<file path="config.mk">
export PLATFORM = sky130hd
export DESIGN_NAME = dtw_mem_arb
export DESIGN_NICKNAME = d
export VERILOG_FILES = /design/src/rtl/dtw_pkg.sv /design/src/rtl/dtw_rr_pick.sv /design/src/rtl/dtw_mem_arb.sv
export SDC_FILE = /design/constraint.sdc
export NUM_CORES = 1
export LEC_CHECK = 0
export ABC_AREA = 1
export CORE_MARGIN = 1.5
export CORE_UTILIZATION = 40
export CTS_BUF_LIST = sky130_fd_sc_hd__clkbuf_16
export DETAILED_ROUTE_END_ITERATION = 10
export GPL_TIMING_DRIVEN = 0
export PLACE_DENSITY = 0.88
export RECOVER_POWER = 25
export SYNTH_ARGS = -nofsm -noshare
export SYNTH_HDL_FRONTEND = slang
export SYNTH_SLANG_ARGS = --single-unit
</file>
<file path="constraint.sdc">
create_clock -name clk -period 3.6 [get_ports clk]
set_clock_uncertainty 0.15 [all_clocks]
set_input_delay 0.54 -clock clk [delete_from_list [all_inputs] [get_ports clk]]
set_output_delay 0.54 -clock clk [all_outputs]
set_load 0.01 [all_outputs]
</file>
<file path="src/rtl/dtw_pkg.sv">
// dtw_pkg: shared requester ids, arbiter state encoding and pointer rotation helper.
package dtw_pkg;
    localparam int REQ_HOST = 0;
    localparam int REQ_CTRL = 1;
    localparam int REQ_BT   = 2;
    localparam int NREQ     = 3;

    typedef enum logic {IDLE, BURST} arb_state_t;

    function automatic logic [1:0] rr_next(input logic [1:0] i);
        return (i == 2'd2) ? 2'd0 : i + 2'd1;
    endfunction
endpackage

</file>
<file path="src/rtl/dtw_rr_pick.sv">
// dtw_rr_pick: combinational rotating-priority picker over three requesters.
module dtw_rr_pick
    import dtw_pkg::*;
(
    input  logic [2:0] req,
    input  logic [1:0] ptr,
    output logic [2:0] win,
    output logic [1:0] idx
);
    logic [1:0] c1, c2;
    always_comb begin
        c1  = rr_next(ptr);
        c2  = rr_next(c1);
        idx = req[ptr] ? ptr : req[c1] ? c1 : c2;
        win = (req == 3'b000) ? 3'b000 : 3'b001 << idx;
    end
endmodule

</file>
<file path="src/rtl/dtw_mem_arb.sv">
// dtw_mem_arb: round-robin burst arbiter for the shared template/result SRAM port.
// Optional DTW_ARB_STATS_EN adds accepted-beat and worst-wait statistics outputs.
module dtw_mem_arb
    import dtw_pkg::*;
#(
    parameter int AW        = 10,
    parameter int DW        = 32,
    parameter int MAX_BURST = 8
) (
    input  logic          clk,
    input  logic          nrst,
    input  logic [2:0]    req_i,
    input  logic [2:0]    we_i,
    input  logic [2:0]    last_i,
    input  logic [3*AW-1:0] addr_i,
    input  logic [3*DW-1:0] wdata_i,
    output logic [2:0]    gnt_o,
    output logic [2:0]    rvalid_o,
    output logic [DW-1:0] rdata_o,
    output logic [AW-1:0] addr_o,
    input  logic [DW-1:0] data_i,
    output logic [DW-1:0] data_o,
    output logic          data_tri_ena,
    output logic          WR_o,
    output logic          CS_o
`ifdef DTW_ARB_STATS_EN
    ,
    output logic [3*16-1:0] stat_gnt_o,
    output logic [15:0]     stat_wait_o
`endif
);
    arb_state_t state;
    logic [1:0] ptr, own, win_idx;
    logic [2:0] win, rd_tag;
    logic [7:0] bcnt;
    logic       acc;

    dtw_rr_pick u_pick (.req(req_i), .ptr(ptr), .win(win), .idx(win_idx));

    assign acc     = (state == BURST) && req_i[own];
    // The SRAM drives data_i in the cycle after the strobe, so read data passes straight through.
    assign rdata_o = (rvalid_o != 3'b000) ? data_i : '0;

    always_ff @(posedge clk or negedge nrst) begin
        if (!nrst) begin
            state        <= IDLE;
            ptr          <= '0;
            own          <= '0;
            bcnt         <= '0;
            gnt_o        <= '0;
            rd_tag       <= '0;
            rvalid_o     <= '0;
            addr_o       <= '0;
            data_o       <= '0;
            data_tri_ena <= 1'b0;
            WR_o         <= 1'b0;
            CS_o         <= 1'b0;
        end else begin
            CS_o         <= acc;
            WR_o         <= acc && we_i[own];
            data_tri_ena <= acc && we_i[own];
            rd_tag       <= (acc && !we_i[own]) ? gnt_o : 3'b000;
            rvalid_o     <= rd_tag;
            if (state == IDLE) begin
                if (req_i != 3'b000) begin
                    gnt_o <= win;
                    own   <= win_idx;
                    bcnt  <= '0;
                    ptr   <= rr_next(win_idx);
                    state <= BURST;
                end
            end else if (acc) begin
                addr_o <= addr_i[own*AW +: AW];
                data_o <= wdata_i[own*DW +: DW];
                bcnt   <= bcnt + 8'd1;
                if (last_i[own] || bcnt == 8'(MAX_BURST - 1)) begin
                    gnt_o <= '0;
                    state <= IDLE;
                end
            end else begin
                gnt_o <= '0;
                state <= IDLE;
            end
        end
    end

`ifdef DTW_ARB_STATS_EN
    logic [15:0] wcnt [NREQ];
    logic [15:0] wnx  [NREQ];
    logic [15:0] wmax;
    always_comb begin
        wmax = stat_wait_o;
        for (int i = 0; i < NREQ; i++) begin
            wnx[i] = (req_i[i] && !gnt_o[i]) ? ((wcnt[i] == 16'hFFFF) ? wcnt[i] : wcnt[i] + 16'd1) : 16'd0;
            if (wnx[i] > wmax) wmax = wnx[i];
        end
    end
    always_ff @(posedge clk or negedge nrst) begin
        if (!nrst) begin
            for (int i = 0; i < NREQ; i++) wcnt[i] <= '0;
            stat_gnt_o  <= '0;
            stat_wait_o <= '0;
        end else begin
            for (int i = 0; i < NREQ; i++) wcnt[i] <= wnx[i];
            stat_wait_o <= wmax;
            if (acc && stat_gnt_o[own*16 +: 16] != 16'hFFFF)
                stat_gnt_o[own*16 +: 16] <= stat_gnt_o[own*16 +: 16] + 16'd1;
        end
    end
`endif
endmodule

</file>
== Word level (Yosys, flattened, before mapping) ==
Index checks and enable logic that the tools add are counted.

* Bits in writable memories: 0
* Input bits: 169
* Memories kept: 0
* Memory bits (read-only): 0
* Output and inout bits: 83
* Flip-flop bits (word level): 66
* Latch bits: 0
* Logic and storage cells: 71

* Mux-type cells: 29
* Reduce and logical (&&, ||, !) cells: 13
* Div/mod/pow operators: 0
* Multipliers: 1
* Bitwise operators: 1
* $lt $le $gt $ge: 3
* Eq/ne operators: 6
* Shifts and indexed selects: 3
* Add/subtract/negate cells: 4

{| class="wikitable"
|+ Operators by type and width
! operator !! number
|-
| indexed part select 96 x 8 -> 32 bit || 1
|-
| 2-to-1 mux 32 bit || 1
|-
| indexed part select 30 x 7 -> 10 bit || 1
|-
| 2-to-1 mux 8 bit || 3
|-
| 2-to-1 mux 3 bit || 6
|-
| binary-select mux 1 bit (select 2 bit) || 5
|-
| 2-to-1 mux 2 bit || 5
|-
| < comparator 2 x 3 -> 1 bit (second input constant) || 3
|-
| 2-to-1 mux 1 bit || 9
|-
| adder 8 x 1 -> 8 bit (second input constant) || 1
|-
| == test 8 x 3 -> 1 bit (second input constant) || 1
|-
| AND reduction 2 bit || 4
|-
| adder 2 x 1 -> 2 bit (second input constant) || 3
|-
| == test 2 bit (second input constant) || 3
|-
| nonzero test 3 bit || 2
|-
| multiplier 2 x 3 -> 5 bit (second input constant) || 1
|-
| logical AND 1 bit || 3
|-
| zero test 3 bit || 1
|-
| inequality test 3 x 2 -> 1 bit (second input constant) || 1
|-
| << shifter 1 x 2 -> 3 bit (first input constant) || 1
|-
| inequality test 2 x 1 -> 1 bit (second input constant) || 1
|-
| nonzero test 2 bit || 1
|-
| zero test 1 bit || 1
|-
| logical OR 1 bit || 1
|-
| NOT 1 bit || 1
|}

== Longest topological paths before layout ==
Gate-level depths: netlist of run 1.

* Depth after elaboration: 10
* Gate-level depth with buffers: 10
* Depth with buffers taken out: 10

== By module ==
From an unflattened synthesis of run 1, not the netlist that was laid out.

* Cells, all modules: 597
* Area total of the unflattened synthesis: 3936.3 µm²

{| class="wikitable"
|+ Modules (own cells, without submodules)
! module !! sequential area each (µm²) !! instances !! cells each !! area each (µm²)
|-
| dtw_mem_arb || 1651.6 || 1 || 571 || 3807.4
|-
| dtw_rr_pick || 0.0 || 1 || 26 || 128.9
|}

== Least setup slack after synthesis of run 1 ==
No wires, ideal clock.

* Path kind: reg2out
* Start: register rvalid_o[1]
* End: output rdata_o[10]
* Path buffers: 1
* Data required time: 2910 ps
* Stages on the path, launching flop included: 4
* Path slack: 1729 ps
* Data arrival time: 1181 ps
* Cell sequence: dfrtp_1 > nor3_1 > clkbuf_1 > nor2_1

* Word-level cells in the longest chain between the ends: 2

{| class="wikitable"
|+ Ends and longest elaborated chain
! what !! line !! source
|-
| from (decl) || dtw_mem_arb.sv:18 || <nowiki>output logic [2:0] rvalid_o,</nowiki>
|-
| from (signal assigned) || dtw_mem_arb.sv:63 || <nowiki>rvalid_o <= rd_tag;</nowiki>
|-
| nonzero test 3 bit || dtw_mem_arb.sv:42 || <nowiki>assign rdata_o = (rvalid_o != 3'b000) ? data_i : '0;</nowiki>
|-
| 2-to-1 mux 32 bit || dtw_mem_arb.sv:42 ||
|-
| to (decl) || dtw_mem_arb.sv:19 || <nowiki>output logic [DW-1:0] rdata_o,</nowiki>
|}

No other way between the ends.

== Final worst setup path of run 1 ==
* Start: register rvalid_o[1]
* End: output rdata_o[9]

Same word-level chain as after synthesis.

==> impl_results.md, run 1 <==
- Router iterations before antenna repair: 5
- Mapped Avg Cell Area: around 6.5 um2
- Top cell type's share of synthesized area: 42.6%
- # port buffers: 251
- Critical setup path kind: reg2out
- Yosys top cell by area: dfrtp_1
- Cell leakage power: around 3.2 nW
- Fin util: approximately 73%
- Die height: 102 um
- Yosys cell types: 23
- Slew Limit Fails: between 60 and 70
- Peak supply drop: roughly 380 uV
- Drt first-iter violations: 327
- Crit-path cells: nor3_1, clkbuf_1, nor2_1, clkdlybuf4s50_1
- Post-layout min period: just under 3 ns
- Root buffer cell: clkbuf_16
- Slowest library cell on the worst path: clkdlybuf4s50_1
- H-tree Lvls: 3
- Cts repair resizes: 0
- Worst Path Required: 2.91 ns
- Flops & latches, synth: 66
- Die width: 102 um
- Clock transition at the registers of the reported paths: around 0.050 ns
- Synthesized netlist cell count: between 500 and 600
- Total CTS buffers: 9
- # diodes: 0
- Gpl congestion: approximately 0.85
- Hold WC Path Type: reg2reg
- Via density: 4.86
- # fillers: 736
- Crit path DAT: roughly 2.2 ns
- Num ports: between 200 and 300
- Relative slew slack: -7.52%
- Final Hold Fails: 0
- RSZ-0062 raised after global routing: false
- Vias: between 4000 and 5000
- Yosys warning total: 0
- Worst path bufs/invs: 2
- Pin count of the biggest net entering global routing: 67
- Cell Rows: 35
- Status: finished, violations left
- Clk buf depth: 2
- Tcrit/Tclk final: a little over 80%
- Post-synthesis sequential area ratio: a little over two fifths
- Total Routing Usage GR: between 20% and 30%
- Die area: 10300 um2
- Mapped Area: slightly below 4000 um2
- DRC violations left: 0
- Post-synth EDFFs: 0
- Failing checks: max-capacitance violations, max-slew violations
- Setup TNS: 0 ns
- Storage cell area: between 1500 and 2000 um2
- Post-DRT Antenna Nets: 0
- Initial antenna violation count: 0
- CP Launch Type: flip-flop
- Worst Tran Pin Value: between 1.5 and 2 ns
- Initial Util: between 40% and 50%
- Largest stage delay, worst path: roughly 0.50 ns
- Core area: between 9000 and 10000 um2
- Hold_buf cts: 0
- Area delta synth->final: 75.7%
- CP Max Fanout: 10
- DP Wirelength: between 10 and 15 mm
- Synth Area in Simple Gates: 34.1%
- Synth async-reset ratio: between 90% and 100%
- Xor and xnor area share after synthesis: 0.226%
- Final number of setup-violating endpoints: 0
- Hold_ws: around 0.20 ns
- Routed wire length: 13.5 mm
- Combinational family with the most area after synthesis: simple AND/OR/NAND/NOR gates
- Post-synthesis mux area share: 0%
- CP endpoint kind: output pin
- Gr ovfl total: 0
- Worst path top cell family by delay: buffers and inverters
- WL per Instance: ~14 um
- First-pass GRT wire length: ~22 mm
- Nets@finish: 1027
- Post-synthesis adder-cell area fraction: 0.322%
- Synth Area in Compound Gates: roughly an eighth
- Pwr Density: about 680 nW/um2
- Synthesized net count: approximately 770
- Max frequency: between 300 and 400 MHz
- Prevailing post-synth register cell: dfrtp_1
- Area of the multi-input gates: around 1800 um2
- Clk_lat worst skew: 0.32 ns
- Vias in the first global route: about 4800
- Max-cap viol count: 1
- Sink Count: 66
- CTS tree: yes
- Post-CTS setup buffer count: 0
- Share of cells above drive strength 1: between 4 and 5%
- Area contributors post-synth: dfrtp_1 (43%), nand2_1 (22%), o21ai_0 (10%)
registers in the layout (all words and copies together) (netlist names):
signal,cells
CS_o,1
WR_o,1
addr_o,10
bcnt,8
data_o,32
gnt_o,3
own,2
ptr,2
rd_tag,3
rvalid_o,3
state,1
worst register-to-register path: cells and delay by family, from the launching register on:
family,cells,cell delay [ns]
AO/OA/AOI/OAI,2,0.45
buffers and inverters,3,0.69
flip-flops,1,0.37
AND/OR/NAND/NOR,2,0.17
stage by stage:
stage | worst slack [ns] | cells | instance area [um2] | total power, W
after global placement | -0.296 | 975 | 6560 | 0.00374
after global routing | 0.548 | 991 | 6820 | 0.00499
after floorplan | 1.73 | 595 | 3880 | 0.00257
final | 0.688 | 991 | 6820 | 0.00462
after detailed placement | 0.945 | 975 | 6550 | 0.00383
after CTS | 0.598 | 991 | 6820 | 0.00463
layer usage:
metal	track usage, %	vias to the layer above	wire length, um
li1	-	2360	-
met1	27.8	2167	4910
met2	50.7	252	7010
met3	7.18	35	1270
met4	10.6	0	328
met5	0	-	0
where the power goes:
group,switching [W],total (W),internal (W)
Sequential,0.000181,0.00122,0.00104
Combinational,0.00143,0.00261,0.00118
Clock,0.000323,0.000785,0.000463
Total,0.00193,0.00462,0.00269
cell type report:
type / instances / share of cell area (%)
clock inverters: 7 / 0.660
flip-flops and latches: 66 / 24.2
well taps: 129 / 2.37
multi-input cells: 440 / 27.0
clock buffers: 9 / 3.30
repair buffers: 251 / 36.8
inverters: 57 / 3.17
plain buffers: 32 / 2.48
Yosys cell counts, types with 2 or more instances:
| library cell | count |
|---|---|
| nand2_2 | 3 |
| inv_1 | 54 |
| o21ai_1 | 17 |
| buf_6 | 5 |
| dfrtp_1 | 66 |
| nor2_1 | 95 |
| nand3_1 | 11 |
| nand2_1 | 223 |
| a21oi_1 | 2 |
| buf_2 | 6 |
| o21ai_0 | 78 |
| inv_2 | 2 |
| nor3_1 | 3 |
| clkbuf_1 | 20 |
| nand4_1 | 2 |
final timing paths:
| kind | start | end | slack (ns) | cells past startpoint |
|---|---|---|---|---|
| max | rvalid_o[1] | rdata_o[9] | 0.69 | 4 |
| min | rd_tag[2] | rvalid_o[2] | 0.20 | 0 |
| max reg2reg | own[1] | data_o[24] | 1.72 | 7 |
| min reg2reg | rd_tag[2] | rvalid_o[2] | 0.20 | 0 |
| max in group asynchronous | nrst | bcnt[1] | 1.86 | 1 |
| min in group asynchronous | nrst | data_o[31] | 0.47 | 1 |
logic make-up after synthesis:
| kind of cell | Yosys count |
|---|---|
| buffers and inverters | 89 |
| DFF | 66 |
| xor gates and xnor gates | 1 |
| AOI/OAI and AO/OA | 99 |
| and+or+nand+nor | 339 |
| adders and majority gates | 1 |
layout by cell type, fill, tap and decap left out:
| cell | n |
|---|---|
| a21oi_1 | 2 |
| a21oi_2 | 1 |
| buf_2 | 6 |
| buf_4 | 1 |
| buf_6 | 5 |
| clkbuf_1 | 20 |
| clkbuf_16 | 9 |
| clkbuf_2 | 1 |
| clkdlybuf4s50_1 | 250 |
| clkinv_1 | 1 |
| clkinv_2 | 2 |
| clkinvlp_4 | 3 |
| dfrtp_1 | 66 |
| ha_1 | 1 |
| inv_1 | 54 |
| inv_2 | 2 |
| inv_4 | 1 |
| inv_6 | 1 |
| nand2_1 | 223 |
| nand2_2 | 3 |
| nand3_1 | 11 |
| nand4_1 | 2 |
| nor2_1 | 95 |
| nor2_8 | 1 |
| nor3_1 | 3 |
| nor3b_1 | 1 |
| o21ai_0 | 78 |
| o21ai_1 | 17 |
| o22ai_1 | 1 |
| xnor2_1 | 1 |
(Power assumes the default switching activity.)
==> inputs of run 2 (changes only) <==
Settings changed: CORE_UTILIZATION 40 to 37, PLACE_DENSITY 0.88 to 0.82.
Clock period 3.6 ns to 2.7 ns, I/O delays scaled along.
==> impl_results.md, run 2 (synthesized netlist as in run 1, its figures left out) <==
- Status: finished, violations left
- Failing checks: max-capacitance violations, max-slew violations
- First-pass GRT wire length: around 22 mm
- Die width: approximately 110 um
- Area delta synth->final: 76.8%
- Post-layout min period: 2.45 ns
- Relative slew slack: -9.02%
- Clock transition at the registers of the reported paths: around 0.050 ns
- WL per Instance: 13.7 um
- # diodes: 0
- Peak supply drop: 560 uV
- Die height: roughly 110 um
- Slew Limit Fails: 67
- Hold Path Depth: 0
- CP endpoint kind: output pin
- Tcrit/Tclk final: between 90% and 100%
- Router iterations before antenna repair: 5
- Core area: around 10000 um2
- Vias in the first global route: about 4800
- Nets@finish: about 1000
- Post-DRT Antenna Nets: 0
- Root buffer cell: clkbuf_16
- # fillers: 860
- Cts repair resizes: 1
- Cell Rows: 37
- Gr ovfl total: 0
- Worst Path Required: roughly 2.1 ns
- Sink Count: 66
- Gpl congestion: between 0.8 and 0.9
- Cell leakage power: 3.24 nW
- Reg2reg path depth: 7
- CP Launch Type: flip-flop
- Reg2reg setup slack: 0.84 ns
- Total CTS buffers: 9
- Commonest non-fill, non-tap cells in the layout: clkdlybuf4s50_1 (250), nand2_1 (223), nor2_1 (95)
- Final number of setup-violating endpoints: 0
- # port buffers: about 250
- Initial antenna violation count: 0
- DP Wirelength: 10.5 mm
- Worst Tran Pin Value: 1.64 ns
- Final Hold Fails: 0
- Share of cells above drive strength 1: approximately 4.6%
- Num ports: 252
- Vias: between 4000 and 5000
- CTS tree: yes
- Max frequency: roughly 400 MHz
- Via density: 4.82
- Routed wire length: 13.7 mm
- Pwr Density: 913 nW/um2
- Most common cell after layout, fill and taps aside: clkdlybuf4s50_1
- DRC violations left: 0
- Post-placement cell area: 6560 um2
- Hold_buf cts: 0
- Max-cap viol count: 1
- RSZ-0062 raised after global routing: false
- H-tree Lvls: 3
- Post-CTS setup buffer count: 0
- Drt first-iter violations: approximately 340
- Crit path DAT: between 1.5 and 2 ns
- Hold WC Path Type: reg2reg
- CP Max Fanout: 10
- Largest Register: data_o
- Post-route cell area: 6860 um2
- Clk_lat worst skew: between 0.3 and 0.4 ns
- Total Routing Usage GR: 24.7%
- Largest register FFs: 32
- Critical setup path kind: reg2out
- Die area: roughly 11000 um2
- Pin count of the biggest net entering global routing: between 60 and 70
- Clk buf depth: 2
- Largest registers: data_o: 32 flops, addr_o: 10 flops, bcnt: 8 flops
- Total power: ~0.0063 W
- Initial Util: between 30% and 40%
==> run 2: cell types whose count changed in the layout (fill, tap and decap cells not counted) <==
| cell | change |
|---|---|
| bufinv_16 | +1 |
| clkbuf_1 | -3 |
| clkbuf_2 | +3 |
| clkinv_4 | +1 |
| clkinvlp_4 | -2 |
| nor3_1 | -1 |
| nor3_2 | +1 |
==> run 2: routing by layer <==
metal	vias to the layer above	routed length, um	part of all wire (%)	global-route usage, %
met2	254	6720	49	44.6
li1	2358	-	-	-
met5	-	0	0	0
met4	0	566	4.1	12.6
met1	2154	5180	38	26.3
met3	41	1190	8.7	6.56
==> run 2: layout make-up <==
cell class	count	area (um2)	share of cell area [%]
Buffer	32	173	2.52
Clock buffer	9	225	3.28
Clock inverter	7	68.8	1.00
Inverter	57	216	3.15
Multi-Input combinational cell	440	1850	27.0
Sequential cell	66	1650	24.1
Tap cell	136	170	2.48
Timing Repair Buffer	251	2510	36.5
==> run 2: critical path, stage by stage (launching register included) <==
cell and delay (ns):
dfrtp_1 0.40, nor3_2 0.33, clkbuf_2 0.28, nor2_1 0.08, clkdlybuf4s50_1 0.48
==> run 2: final timing paths <==
kind,end,startpoint
setup reg to reg,data_o[4],own[0]
hold / removal,rvalid_o[0],rd_tag[0]
hold reg to reg,rvalid_o[0],rd_tag[0]
min in group asynchronous,addr_o[9],nrst
setup / recovery,rdata_o[23],rvalid_o[1]
max in group asynchronous,bcnt[0],nrst
==> run 2: per-stage QoR <==
step / TNS [ns] / util (%) / cells / setup WS [ns] / hold slack (ns)
5_1_grt: 0 / 67.1 / 998 / 0.0942 / 0.212
3_5_place_dp: 0 / 64.1 / 982 / 0.282 / 0.186
3_3_place_gp: -72.07 / 64.2 / 982 / -1.10 / 0.182
2_1_floorplan: 0 / - / 595 / 0.964 / -0.0406
4_1_cts: 0 / 67.1 / 998 / 0.0898 / 0.0662
6_report: 0 / 67.1 / 998 / 0.255 / 0.196
==> run 2: report_power, final <==
group / leakage (nW) / total (W) / switching [W] / internal, W
registers: 0.846 / 0.00163 / 0.000244 / 0.00139
logic: 2.25 / 0.00348 / 0.00191 / 0.00158
clock network: 0.143 / 0.00115 / 0.000434 / 0.000712
total: 3.24 / 0.00627 / 0.00258 / 0.00368
==> inputs of run 3 (changes only) <==
Settings changed: CORE_UTILIZATION 37 to 38, CTS_BUF_LIST sky130_fd_sc_hd__clkbuf_16 to sky130_fd_sc_hd__clkbuf_4, PLACE_DENSITY 0.82 to 0.84.
==> impl_results.md, run 3 (synthesized netlist as in run 1, its figures left out) <==
- Largest Register: data_o
- Hold WC Path Type: reg2reg
- Via density: 4.74
- Logic pwr share: 59.2%
- Total power: roughly 0.0058 W
- Crit path DAT: ~2.0 ns
- Most common cell after layout, fill and taps aside: clkdlybuf4s50_1
- CP endpoint kind: output pin
- Total Routing Usage GR: about a quarter
- Clk_lat worst skew: about 0.40 ns
- Num ports: 252
- DP Wirelength: about 11 mm
- CTS tree: yes
- Clk buf depth: 2
- Reg2Reg Capture Point: data_o[3]
- First-pass GRT wire length: 21.5 mm
- R2R Path Start: own[1]
- Slew Limit Fails: 67
- H-tree Lvls: 3
- Switching pwr: between 0.002 and 0.0025 W
- Drt first-iter violations: approximately 250
- Core area: a little under 10000 um2
- Worst Path Required: 2.14 ns
- Critical setup path kind: reg2out
- Max-cap viol count: 1
- Commonest non-fill, non-tap cells in the layout: clkdlybuf4s50_1 (250), nand2_1 (223), nor2_1 (95)
- Max frequency: between 300 and 400 MHz
- Placed instance count: 979
- Reg2reg path depth: 7
- Post-DRT Antenna Nets: 0
- Sink Count: 66
- Clock transition at the registers of the reported paths: about 0.12 ns
- Routed wire length: ~13 mm
- CP endpoint: rdata_o[7]
- # fillers: a little under 900
- Worst setup path start: rvalid_o[1]
- CP Max Fanout: 10
- Final Hold Fails: 0
- Gr ovfl total: 0
- Tcrit/Tclk final: ~94%
- Worst setup margin: 0.174 ns
- Pre-CTS WS: 0.181 ns
- Worst Tran Pin Value: 1.66 ns
- Vias in the first global route: roughly 4700
- Die area: 10800 um2
- Router iterations before antenna repair: 5
- Met1 WL: a little over 5 mm
- Met3 WL: between 1 and 1.5 mm
- Clock Power Share: about an eighth
- Status: finished, violations left
- WL per Instance: about 13 um
- Pint: 0.00334 W
- Die width: 104 um
- # port buffers: around 250
- Sequential power share: 27.9%
- Peak supply drop: about 480 uV
- Root buffer cell: clkbuf_4
- Failing checks: max-capacitance violations, max-slew violations
- Pin count of the biggest net entering global routing: 67
- Nets@finish: a little over 1000
- Uppermost layer routed: met4
- Cell leakage power: ~3.2 nW
- CP Launch Type: flip-flop
- Relative slew slack: -10.4%
- Initial Util: between 30% and 40%
- Die height: about 100 um
- Final number of setup-violating endpoints: 0
- # diodes: 0
- DRC violations left: 0
- Switch share: between 40% and 50%
- Vias: around 4700
- RSZ-0062 raised after global routing: false
- Cell Rows: 36
- Reg2reg setup slack: just over 0.9 ns
- Initial antenna violation count: 0
- Cell Count, Final, Fillers Out: roughly 1000
- Pwr Density: ~860 nW/um2
- Post-CTS setup buffer count: 0
- Largest registers: data_o: 32 flops, addr_o: 10 flops, bcnt: 8 flops
- Total CTS buffers: 9
- Share of cells above drive strength 1: under 10%
- Met2 routed WL: ~6.7 mm
- Largest register FFs: 32
- Area delta synth->final: 73.7%
- Gpl congestion: 0.894
- Post-layout min period: about 2.5 ns
[run 3: cell types whose count changed in the layout (fill, tap and decap cells not counted), sizes merged]
cell,before,now
bufinv,1,2
inv,58,57
dlygate4sd3,0,1
[run 3: worst max-delay path: stages, from the launching register on]
cell and delay, ns:
dfrtp_1 0.43, nor3_4 0.29, clkbuf_2 0.28, nor2_1 0.09, clkdlybuf4s50_1 0.48
[run 3: area by class of cell]
class | instances | area [um2] | share of cell area, %
timing repair buffer | 252 | 2520 | 37.3
multi-input combinational | 440 | 1860 | 27.5
sequential | 66 | 1650 | 24.5
inverter | 57 | 216 | 3.21
buffer | 32 | 173 | 2.56
tap | 133 | 166 | 2.47
clock inverter | 7 | 93.8 | 1.39
clock buffer | 9 | 67.6 | 1.00
[run 3: repair_timing]
| action | 4_1_cts | 5_1_grt |
|---|---|---|
| hold endpoints to repair | 66 | 0 |
| hold buffers | 1 | 0 |
| resized for setup | 4 | 1 |
| endpoints found under the setup margin | 30 | 12 |
[run 3: worst min-delay path by stage]
stage / startpoint / endpoint / slack, ns / cells after the start
after floorplan: nrst / CS_o / -0.04 / 0
after global placement: rd_tag[0] / rvalid_o[0] / 0.18 / 0
after detailed placement: rd_tag[1] / rvalid_o[1] / 0.18 / 0
after CTS: rd_tag[1] / rvalid_o[1] / 0.21 / 0
after global routing: rd_tag[0] / rvalid_o[0] / 0.23 / 0
final: rd_tag[1] / rvalid_o[1] / 0.21 / 0
[run 3: per-layer routing]
layer | up-vias | track usage, %
met5 | - | 0
met4 | 0 | 9.72
met3 | 32 | 7.27
met2 | 222 | 45.3
met1 | 2112 | 26.0
li1 | 2359 | -
[run 3: power groups by stage]
stage               sequential [W]  combinational (W)  clock [W]
finish                     0.00163            0.00345   0.000749
CTS                        0.00163            0.00346   0.000767
floorplan                  0.00176            0.00167          0
global route               0.00167            0.00381   0.000801
global placement           0.00162            0.00335          0
detailed placement         0.00164            0.00344          0
[run 3: through the flow]
step	setup TNS, ns	utilization, %	hold WS, ns	instance area, um2
after floorplan	0	-	-0.0406	3880
after global placement	-76.48	66.8	0.182	6560
after detailed placement	0	66.8	0.185	6560
after CTS	0	68.6	0.212	6740
after global routing	0	68.7	0.226	6740
final	0	68.7	0.212	6740
